--- src/rtl/mode_router.sv ---
// mode_router: selects one of NUM_MODES play-mode engines and routes its
// speaker bit and display word to the outputs.
//
// The raw mode switch and the next/prev buttons pass through 2-flop
// synchronizers first. The mode switch is then debounced. A mode change
// inserts a silent MUTE gap of MUTE_CYCLES cycles before the new mode is
// routed. Button rising edges are sent as one-cycle pulses to the active
// engine only.
//
// Optional feature macro: MODE_ROUTER_MUTE_EN
//   defined   : a mode change passes through the MUTE state
//   undefined : an accepted mode is routed on the next cycle and
//               switching stays 0
//
// Ports
//   clk, reset   : system clock, asynchronous active-high reset
//   mode_select  : raw mode switch (SEL_W)
//   next_song    : raw button level
//   prev_song    : raw button level
//   speaker_in   : per-mode speaker bits
//   display_in   : per-mode display words, slice i belongs to mode i
//   speaker      : routed speaker bit, registered
//   song_num     : routed display word, registered
//   mode_active  : one-hot engine enable, all zero while muted
//   next_pulse   : one-cycle pulse to the active mode
//   prev_pulse   : one-cycle pulse to the active mode
//   current_mode : index of the routed mode
//   switching    : high while in MUTE
// SEL_W must equal clog2(NUM_MODES).
module mode_router #(
    parameter int NUM_MODES       = 4,
    parameter int SEL_W           = 2,
    parameter int DISP_W          = 7,
    parameter int DEBOUNCE_CYCLES = 16,
    parameter int MUTE_CYCLES     = 1024
) (
    input  logic                        clk,
    input  logic                        reset,
    input  logic [SEL_W-1:0]            mode_select,
    input  logic                        next_song,
    input  logic                        prev_song,
    input  logic [NUM_MODES-1:0]        speaker_in,
    input  logic [NUM_MODES*DISP_W-1:0] display_in,
    output logic                        speaker,
    output logic [DISP_W-1:0]           song_num,
    output logic [NUM_MODES-1:0]        mode_active,
    output logic [NUM_MODES-1:0]        next_pulse,
    output logic [NUM_MODES-1:0]        prev_pulse,
    output logic [SEL_W-1:0]            current_mode,
    output logic                        switching
);
    localparam int DB_W = $clog2(DEBOUNCE_CYCLES + 1);
    localparam int MC_W = $clog2(MUTE_CYCLES + 1);

    typedef enum logic {ST_ACTIVE = 1'b0, ST_MUTE = 1'b1} state_t;

    logic [SEL_W-1:0]     sel_s1_q, sel_s2_q;
    logic                 nxt_s1_q, nxt_s2_q, nxt_d_q;
    logic                 prv_s1_q, prv_s2_q, prv_d_q;
    logic [SEL_W-1:0]     sel_clean;
    logic [SEL_W-1:0]     cand_q, cand_d, acc_q, acc_d;
    logic [DB_W-1:0]      db_cnt_q, db_cnt_d;
    state_t               state_q, state_d;
    logic [SEL_W-1:0]     cur_q, cur_d, target_q, target_d;
    logic [MC_W-1:0]      mcnt_q, mcnt_d;
    logic                 speaker_q, speaker_d;
    logic [DISP_W-1:0]    song_q, song_d;
    logic [NUM_MODES-1:0] next_pulse_q, next_pulse_d, prev_pulse_q, prev_pulse_d;
    logic [NUM_MODES-1:0] onehot_cur;
    logic                 nxt_rise, prv_rise;

    // Synchronizers, debounce and edge-detect history
    always_ff @(posedge clk or posedge reset) begin
        if (reset) begin
            sel_s1_q <= '0;
            sel_s2_q <= '0;
            nxt_s1_q <= 1'b0;
            nxt_s2_q <= 1'b0;
            nxt_d_q  <= 1'b0;
            prv_s1_q <= 1'b0;
            prv_s2_q <= 1'b0;
            prv_d_q  <= 1'b0;
            cand_q   <= '0;
            db_cnt_q <= '0;
            acc_q    <= '0;
        end else begin
            sel_s1_q <= mode_select;
            sel_s2_q <= sel_s1_q;
            nxt_s1_q <= next_song;
            nxt_s2_q <= nxt_s1_q;
            nxt_d_q  <= nxt_s2_q;
            prv_s1_q <= prev_song;
            prv_s2_q <= prv_s1_q;
            prv_d_q  <= prv_s2_q;
            cand_q   <= cand_d;
            db_cnt_q <= db_cnt_d;
            acc_q    <= acc_d;
        end
    end

    // Debounce. db_cnt counts consecutive equal samples, including the
    // current one, and saturates at DEBOUNCE_CYCLES. The candidate is
    // accepted on the edge that takes the DEBOUNCE_CYCLES-th sample.
    always_comb begin
        sel_clean = sel_s2_q;
        if ({1'b0, sel_s2_q} >= (SEL_W+1)'(NUM_MODES)) sel_clean = '0;
        cand_d   = cand_q;
        db_cnt_d = db_cnt_q;
        acc_d    = acc_q;
        if (sel_clean != cand_q) begin
            cand_d   = sel_clean;
            db_cnt_d = DB_W'(1);
        end else if (db_cnt_q < DB_W'(DEBOUNCE_CYCLES)) begin
            db_cnt_d = db_cnt_q + 1'b1;
        end
        if (db_cnt_d == DB_W'(DEBOUNCE_CYCLES)) acc_d = cand_d;
    end

    // FSM state register and registered outputs
    always_ff @(posedge clk or posedge reset) begin
        if (reset) begin
            state_q      <= ST_ACTIVE;
            cur_q        <= '0;
            target_q     <= '0;
            mcnt_q       <= '0;
            speaker_q    <= 1'b0;
            song_q       <= '0;
            next_pulse_q <= '0;
            prev_pulse_q <= '0;
        end else begin
            state_q      <= state_d;
            cur_q        <= cur_d;
            target_q     <= target_d;
            mcnt_q       <= mcnt_d;
            speaker_q    <= speaker_d;
            song_q       <= song_d;
            next_pulse_q <= next_pulse_d;
            prev_pulse_q <= prev_pulse_d;
        end
    end

    // Next state
    always_comb begin
        state_d  = state_q;
        cur_d    = cur_q;
        target_d = target_q;
        mcnt_d   = mcnt_q;
`ifdef MODE_ROUTER_MUTE_EN
        case (state_q)
            ST_ACTIVE: begin
                if (acc_q != cur_q) begin
                    state_d  = ST_MUTE;
                    target_d = acc_q;
                    mcnt_d   = MC_W'(MUTE_CYCLES - 1);
                end
            end
            ST_MUTE: begin
                if (acc_q != target_q) begin
                    // A new mode was accepted mid-gap: retarget, or cancel
                    // the gap when the user went back to the current mode.
                    if (acc_q == cur_q) begin
                        state_d = ST_ACTIVE;
                    end else begin
                        target_d = acc_q;
                        mcnt_d   = MC_W'(MUTE_CYCLES - 1);
                    end
                end else if (mcnt_q == '0) begin
                    cur_d   = target_q;
                    state_d = ST_ACTIVE;
                end else begin
                    mcnt_d = mcnt_q - 1'b1;
                end
            end
            default: state_d = ST_ACTIVE;
        endcase
`else
        cur_d   = acc_q;
        state_d = ST_ACTIVE;
`endif
    end

    // Outputs. Speaker and display use next-state values, so they go
    // silent on the same edge that MUTE is entered.
    always_comb begin
        onehot_cur         = '0;
        onehot_cur[cur_q]  = 1'b1;
        mode_active        = (state_q == ST_ACTIVE) ? onehot_cur : '0;
        switching          = (state_q == ST_MUTE);
        speaker_d          = 1'b0;
        song_d             = '0;
        if (state_d == ST_ACTIVE) begin
            speaker_d = speaker_in[cur_d];
            song_d    = display_in[cur_d*DISP_W +: DISP_W];
        end
        nxt_rise     = nxt_s2_q & ~nxt_d_q;
        prv_rise     = prv_s2_q & ~prv_d_q;
        next_pulse_d = '0;
        prev_pulse_d = '0;
        // Coincident next/prev edges are ambiguous, so both are dropped.
        if (state_q == ST_ACTIVE && !(nxt_rise && prv_rise)) begin
            if (nxt_rise) next_pulse_d = onehot_cur;
            if (prv_rise) prev_pulse_d = onehot_cur;
        end
    end

    assign speaker      = speaker_q;
    assign song_num     = song_q;
    assign next_pulse   = next_pulse_q;
    assign prev_pulse   = prev_pulse_q;
    assign current_mode = cur_q;

endmodule

--- config.mk ---
export PLATFORM = sky130hd
export DESIGN_NAME = mode_router
export DESIGN_NICKNAME = d
export VERILOG_FILES = /design/src/rtl/mode_router.sv
export SDC_FILE = /design/constraint.sdc
export NUM_CORES = 1
export LEC_CHECK = 0
export ABC_CLOCK_PERIOD_IN_PS = 3240
export CORE_MARGIN = 10
export CORE_UTILIZATION = 25
export CTS_CLUSTER_SIZE = 14
export DETAILED_ROUTE_END_ITERATION = 12
export PLACE_DENSITY_LB_ADDON = 0.1
export SLEW_MARGIN = 20
export SYNTH_ARGS = -nofsm -noshare
export SYNTH_HDL_FRONTEND = slang
export SYNTH_SLANG_ARGS = --single-unit
--- constraint.sdc ---
create_clock -name clk -period 3.24 [get_ports clk]
set_input_delay 0.648 -clock clk [delete_from_list [all_inputs] [get_ports clk]]
set_output_delay 0.648 -clock clk [all_outputs]
set_load 0.03 [all_outputs]
==> results.md, run 1 <==
Run status:
- The run finished with clean final reports.

Power and ir drop:
- Summing internal, switching and leakage power gives slightly above 0.9 mW.
- The analysis attributes to cell leakage a power of 0.916 nW.
- For this design the ratio of total power to cell area is around 420 nW/µm².
- The peak ir drop on the vdd network is between 0.1 and 0.15 mV.

Clock network:
- The buffer count from post-CTS setup fixing is 0.
- Clock-pin slew was measured on the worst setup and hold paths at 0.07 ns.
- The number of CTS-inserted buffers is 5.
- The number of H-tree branching levels is 2.
- The number of gates resized after CTS was 0.
- The sink count of the clock tree is 37.
- The deepest clock path buffer count is 2.
- The insertion delay of the later-clocked pin in the worst-skew pair is 0.28 ns.
- The CTS tree is yes.
- The cell at the root of the clock tree is sky130_fd_sc_hd__clkbuf_8.
- The number of hold buffers added after CTS was 0.

Drt:
- The initial detailed-routing violation count is 37.
- The first detailed-routing pass took 4 iterations.
- Once detail routing completed, the nets flagged for antenna violations numbered 0.
- For this run, design rule violations remaining after detail routing come to 0.
- The amount of wire on met3 after detailed routing is 280 µm.
- The total wirelength of the detailed-routed design is between 3 and 4 mm.
- After detailed routing, the wire length on met1 is about 1.3 mm.
- The highest layer touched by signal routing is met4.
- The final routed wire length divided by cell count is approximately 15 µm.
- Summed over all nets, wire length on met2 after detailed routing comes to between 1.5 and 2 mm.
- The vias per cell is 4.22.
- The routed layout has 971 vias.

Synth:
- By area the synthesized netlist is led by sky130_fd_sc_hd__dfrtp_1 64%, sky130_fd_sc_hd__mux4_2 12%, sky130_fd_sc_hd__nor2_1 3.1%.
- During synthesis, Yosys emitted a total of 0 warnings.
- The synthesized flop and latch total is 37.
- The most used flip-flop cell after synthesis is sky130_fd_sc_hd__dfrtp_1.
- Of all cell types, the one taking the most synthesized area is sky130_fd_sc_hd__dfrtp_1.
- The number of flops mapped to enable cells by yosys is 0.
- Averaged over all synthesized cells, the footprint is ~15 µm².
- The sequential fraction of the synthesis area is ~64%.
- Synthesis instantiated 30 different standard cells from the library.
- The cell count after synthesis came out at 97.
- The number of nets in the synthesized netlist is 136.
- The total standard cell area after synthesis is 1440 µm².
- The async set or reset register ratio after synthesis is 100%.
- The proportion of netlist area held by the largest area contributor is 64.2%.

Setup path:
- In this run the critical register-to-register path is captured at acc_q[1]$_DFFE_PP0N_.
- The critical path contains buffers and inverters numbering 2 combined.
- Broken down by cell family, the worst path's largest delay share belongs to buffers and inverters.
- The worst register-to-register path has a depth of 5.
- The highest net fanout along the worst path is 7.
- For the worst setup path, the data required time is ~2.6 ns.
- The kind of end point of the critical path is an output pin.
- The arrival time at the worst endpoint is roughly 1.7 ns.
- The largest single stage delay on the critical path is 0.66 ns.
- Walking the worst path, the cells encountered are nand2b_1 > inv_1 > clkdlybuf4s50_1.
- The critical register-to-register path startpoint is db_cnt_q[0]$_DFF_PP0_.
- The worst setup path is of the register to output pin kind.
- The sort of element at the start of the critical path is a register.
- The setup check on the worst reg-to-reg path leaves a slack of approximately 1.2 ns.
- The standard cell with the maximum stage delay on the critical path is sky130_fd_sc_hd__clkdlybuf4s50_1.

Timing:
- After routing, the total negative slack on setup checks comes to 0 ns.
- The total count of max-transition violations in the final report is 0.
- The number of endpoints with negative hold slack in the final report is 0.
- The time the worst path needs with I/O delays and setup is 2.31 ns.
- After layout, the worst setup slack is 0.929 ns.
- In this run the tightest slew margin relative to its limit is 62.5%.
- The final critical-path share of the clock period is a little under three quarters.
- Setup repair after global routing left no endpoint under its margin.
- Setup violations remaining at the end of the flow were counted as 0.
- Across the routed clock network, the largest skew measured is 0.00575 ns.
- The highest attainable clock frequency is 0.433 GHz.
- The transition at the pin with the smallest max-transition slack is around 0.56 ns.

Final layout:
- The library cell used most frequently in the layout, excluding fill and tap cells, is sky130_fd_sc_hd__clkdlybuf4s50_1.
- The number of filler cells placed in the layout is 528.
- In the layout the commonest cells are 59 x sky130_fd_sc_hd__clkdlybuf4s50_1, 37 x sky130_fd_sc_hd__dfrtp_1, 12 x sky130_fd_sc_hd__nor2_1.
- After the flow finishes, the layout carries non-filler instances totaling 230.
- The repair_antennas step left the layout with diodes totalling 0.
- The share of final-layout standard cells stronger than drive strength 1 is 12.0%.
- The post-layout utilization of the core is 39.4%.
- The area growth from synthesis to layout is 51.3%.
- The number of nets in the layout is approximately 200.

Placement:
- At the end of routability-driven placement, the weighted congestion stood at 0.709.
- The number of placed instances, taps included, is 223.
- Input and output buffers added on the ports amount to 59.
- The setup slack at placement is 1.20 ns.
- Once detailed placement completed, the half-perimeter wirelength came to approximately 2.7 mm.

Worst hold path:
- The beginning of the worst hold path is nxt_s1_q$_DFF_PP0_.
- Along the worst hold path, the cell count comes to 0.
- The class of the tightest hold or removal check is register to register.
- The path with the worst hold slack has its endpoint at nxt_s2_q$_DFF_PP0_.

Floorplanning:
- The initial utilization of the core area, before any placement, comes to 26.0%.
- For this design the top-level I/O count stands at 61.
- The placement row count is 27.
- After floorplanning, the core was sized to cover about 5500 µm².
- The die is 96.0 µm tall.
- The total die area is 9210 µm².
- Measured along the x axis, the die boundary spans between 90 and 100 µm.

Flow run:
- The tool flagged a number of max-cap violations equal to 0.

Global route:
- In the global route stage, overall resource usage came out at around 7.5%.
- The number of global-route vias before repair is 1,014.
- The initial antenna violation count came to 0.
- The global-route congestion overflow total is 0.
- The first global-routing pass estimated between 5 and 6 mm of wire.
- Entering global routing, the biggest net connects 38 pins.
## stage by stage
step | hold WS [ns] | cell area, µm²
after detailed placement | 0.335 | 2100
after global placement | 0.335 | 2100
final | 0.345 | 2180
after global routing | 0.350 | 2180
after CTS | 0.348 | 2180
after floorplan | 0.331 | 1440
## worst max path at each step
stage	startpoint	cells past startpoint	slack, ns	to
detailed placement	db_cnt_q[0]$_DFF_PP0_	5	1.20	acc_q[1]$_DFFE_PP0N_
global placement	db_cnt_q[0]$_DFF_PP0_	5	1.22	acc_q[1]$_DFFE_PP0N_
floorplan	db_cnt_q[0]$_DFF_PP0_	5	1.26	acc_q[0]$_DFFE_PP0N_
global route	current_mode[1]$_DFF_PP0_	3	0.85	mode_active[1]
finish	current_mode[1]$_DFF_PP0_	3	0.93	mode_active[1]
CTS	current_mode[1]$_DFF_PP0_	3	0.90	mode_active[1]
## flip-flops by register name, summed over array words and instances, names as in the netlist, 2 cells and up
signal        flops
acc_q             2
cand_q            2
current_mode      2
db_cnt_q          5
next_pulse        4
prev_pulse        4
sel_clean         2
sel_s1_q          2
song_num          7
## cell type report
class	instances	area, µm²	area share [%]
Sequential cell	37	926	42.4
Timing Repair Buffer	60	598	27.4
Multi-Input combinational cell	49	463	21.2
Tap cell	72	90.1	4.13
Clock buffer	7	86.3	3.96
Inverter	5	18.8	0.860
## synth_stat cells (2+ instances only)
| cell | number |
|---|---|
| sky130_fd_sc_hd__inv_1 | 5 |
| sky130_fd_sc_hd__mux2_4 | 2 |
| sky130_fd_sc_hd__mux4_2 | 8 |
| sky130_fd_sc_hd__nor2_1 | 12 |
| sky130_fd_sc_hd__nor2b_1 | 2 |
| sky130_fd_sc_hd__nand2_1 | 2 |
| sky130_fd_sc_hd__nor3_1 | 2 |
| sky130_fd_sc_hd__xnor2_1 | 3 |
| sky130_fd_sc_hd__clkbuf_1 | 2 |
| sky130_fd_sc_hd__nand2b_1 | 3 |
| sky130_fd_sc_hd__dfrtp_1 | 37 |
## power breakdown
group          leakage (nW)  internal (mW)  switching (mW)  total [mW]
Clock                0.0443          0.169           0.147       0.315
Sequential            0.464          0.479         0.00950       0.489
Combinational         0.408         0.0712          0.0495       0.121
## cell families (layout without fill, tap and decap cells)
logic type	Yosys count	after routing	synth area share, %
AND/OR/NAND/NOR	27	27	10.7
adder cells (fa/ha/maj)	1	1	0.867
AO/OA/AOI/OAI	5	5	2.60
XOR/XNOR	4	4	2.43
flip-flops	37	37	64.2
multiplexers	11	11	15.3
other	1	1	0.260
buffers and inverters	11	72	3.73
## routing by layer
metal	track usage (%)	vias to the layer above
met1	8.18	483
li1	-	453
met4	3.32	0
met5	0	-
met2	12.6	29
met3	3.11	6
Note: power is estimated with default switching activity, not from simulation.
==> run 2: changes to the inputs <==
ABC_CLOCK_PERIOD_IN_PS = 2400   (was 3240)
clock period = 2.4 ns   (was 3.24 ns; I/O delays follow)
==> results.md, run 2 (synthesis gave the netlist of run 1 again) <==
Run status:
- The run finished with clean final reports.

Timing:
- After routing, the total negative slack on setup checks comes to 0 ns.
- Based on the critical path, the design can be clocked at up to 0.470 GHz.
- The routed design could run at a clock period as short as about 2.1 ns.
- Setup repair after global routing left no endpoint under its margin.
- The total count of max-transition violations in the final report is 0.
- The final critical path takes up 88.6% of the cycle.
- Clock skew on the completed layout was measured at approximately 0.0065 ns.
- The number of endpoints with negative hold slack in the final report is 0.
- The transition at the pin with the smallest max-transition slack is 0.567 ns.
- The headroom to the max-slew limit is 62.2%.
- The setup-violating endpoint count in the final report is 0.
- After layout, the worst setup slack is ~0.27 ns.
- On the final layout, the worst hold slack is about 0.35 ns.

Final layout:
- The number of nets in the layout is 197.
- The finished layout holds 231 standard cells, fillers aside.
- The share of final-layout standard cells stronger than drive strength 1 is 13.2%.
- The flip-flop count of the largest register, all copies and words added is 7.
- The number of filler cells placed in the layout is 534.
- The top cell types in the final layout, fill and taps aside, are 59 x sky130_fd_sc_hd__clkdlybuf4s50_1, 37 x sky130_fd_sc_hd__dfrtp_1, 12 x sky130_fd_sc_hd__nor2_1.
- Relative to the synthesized area, the layout overhead comes to 54.8%.
- The antenna diode count is 0.
- The post-layout utilization of the core is between 40 and 50%.
- The library cell used most frequently in the layout, excluding fill and tap cells, is sky130_fd_sc_hd__clkdlybuf4s50_1.

Clock network:
- The deepest clock path buffer count is 2.
- The number of hold buffers added after CTS was 0.
- The cell at the root of the clock tree is sky130_fd_sc_hd__clkbuf_8.
- The clock tree synthesis step divided the H-tree into 2 levels.
- The sink count of the clock tree is 37.
- Clock latency on the worst-skew pair, taken at its later pin, is 0.29 ns.
- The buffer count from post-CTS setup fixing is 0.
- Clock-pin slew was measured on the worst setup and hold paths at 0.08 ns.
- The CTS tree is yes.
- The number of CTS-inserted buffers is 5.
- Gates resized during post-CTS repair numbered 0.

Floorplanning:
- The placement row count is 27.
- The total die area is ~9200 µm².
- The floorplan step set the die width to 96.0 µm.
- The count of pins on the block boundary is 61.
- The starting density of the core is 26.0%.
- The height of the chip is 96.0 µm.
- The floorplan core area is 5540 µm².

Setup path:
- Traced cell by cell, the critical path runs through nand2b_1 > inv_1 > clkdlybuf4s50_1.
- The critical path in this run is classified as register to output pin.
- STA classifies the critical path endpoint as an output pin.
- The required time of the worst setup path is ~1.9 ns.
- For this design, the slowest cell found on the critical path is sky130_fd_sc_hd__clkdlybuf4s50_1.
- The largest stage delay on the critical path is around 0.66 ns.
- The arrival time at the worst endpoint is roughly 1.7 ns.
- Along the worst path, the maximum fanout reaches 7.
- The sort of element at the start of the critical path is a register.

Placement:
- At the end of routability-driven placement, the weighted congestion stood at 0.679.
- Detailed placement finished with a half-perimeter wire length of 2.69 mm.
- The cell total after placement is 223.
- The number of buffers inserted by port buffering is 59.
- Before CTS, the worst setup slack after placement is 0.327 ns.

Drt:
- After the first detailed-routing iteration, the DRC count stood at 26.
- Summed over all layers, the routed wires come to 3.46 mm.
- The total number of vias is 938.
- In the final routed layout, each cell accounts on average for 15.0 µm.
- The count of nets left with antenna violations once routing finished came out at 0.
- The detailed-router iteration count before antenna repair is 4.
- For this run, design rule violations remaining after detail routing come to 0.
- Using the TritonRoute via totals, the vias-per-cell ratio works out to 4.06.

Power and ir drop:
- The internal power consumption is 1.16 mW.
- The power per standard cell area is 658 nW/µm².
- Of the total power, registers draw 45.0%.
- The peak ir drop on the vdd network is 0.455 mV.
- In this run switching power makes up 21.0% of total power.
- The share of total power dissipated in combinational logic is between 10 and 15%.
- The leakage power summed over all cells is 0.941 nW.
- The net switching power figure is slightly above 0.3 mW.
- The share of total power dissipated in the clock network is 43.9%.

Global route:
- For this run the aggregate overflow at the end of global routing stands at 0.
- Entering global routing, the biggest net connects 38 pins.
- Global routing consumed, on the met2 layer, 12.7% of the routing resources.
- The met1 usage in global routing is 7.64%.
- The number of global-route vias before repair is 959.
- For this run, global-route usage on met3 was measured as 3.04%.
- After global routing, the most crowded layer is met2.
- The initial antenna violation count is 0.
- Global routing used 7.29% of the available tracks.
- The first-pass GRT wire length is between 5 and 6 mm.

Flow run:
- The max-cap check violation count is 0.

Worst hold path:
- The path class of the tightest hold or removal check is register to register.
## run 2: cell types whose count changed in the layout (fill, tap and decap cells not counted)
cell / before / now
sky130_fd_sc_hd__bufinv_16: 0 / 2
sky130_fd_sc_hd__clkbuf_1: 1 / 0
sky130_fd_sc_hd__clkbuf_8: 6 / 5
sky130_fd_sc_hd__inv_6: 0 / 1
## run 2: metal layers
layer | vias up | part of all wire, %
li1 | 452 | -
met2 | 30 | 53
met1 | 450 | 36
met3 | 6 | 9.5
met4 | 0 | 1.4
met5 | - | 0
## run 2: worst paths after layout
check,startpoint,to,slack [ns],cells past startpoint
max,current_mode[0]$_DFF_PP0_,mode_active[2],0.27,3
min,sel_s1_q[1]$_DFF_PP0_,sel_clean[1]$_DFF_PP0_,0.35,0
max reg2reg,db_cnt_q[0]$_DFF_PP0_,acc_q[1]$_DFFE_PP0N_,0.30,5
min reg2reg,sel_s1_q[1]$_DFF_PP0_,sel_clean[1]$_DFF_PP0_,0.35,0
max in group asynchronous,reset,cand_q[0]$_DFF_PP0_,1.49,3
min in group asynchronous,reset,nxt_s1_q$_DFF_PP0_,0.59,3
## run 2: metrics by stage
step                      power [mW]  instance area (µm²)
after floorplan                0.747                 1440
after global placement         0.835                 2100
after detailed placement       0.839                 2100
after CTS                       1.49                 2230
after global routing            1.54                 2230
final                           1.47                 2230
## run 2: area by class of cell
class	instances	area, µm²	area share, %
clock buffers	5	68.8	3.08
well taps	72	90.1	4.03
repair buffers	60	598	26.8
multi-input cells	49	463	20.7
flip-flops and latches	37	926	41.5
clock inverters	3	68.8	3.08
inverters	5	18.8	0.840
## run 2: power by group through the flow
stage | Clock [mW] | Combinational, mW | Sequential (mW)
detailed placement | 0 | 0.166 | 0.673
finish | 0.645 | 0.164 | 0.661
CTS | 0.662 | 0.167 | 0.661
global route | 0.695 | 0.178 | 0.663
floorplan | 0 | 0.0594 | 0.688
global placement | 0 | 0.164 | 0.672
## run 2: worst max-delay path: cells and delay by family (launching register included)
kind | cells | cell delay (ns)
buffers and inverters | 2 | 0.73
flip-flops | 1 | 0.44
AND/OR/NAND/NOR | 1 | 0.20
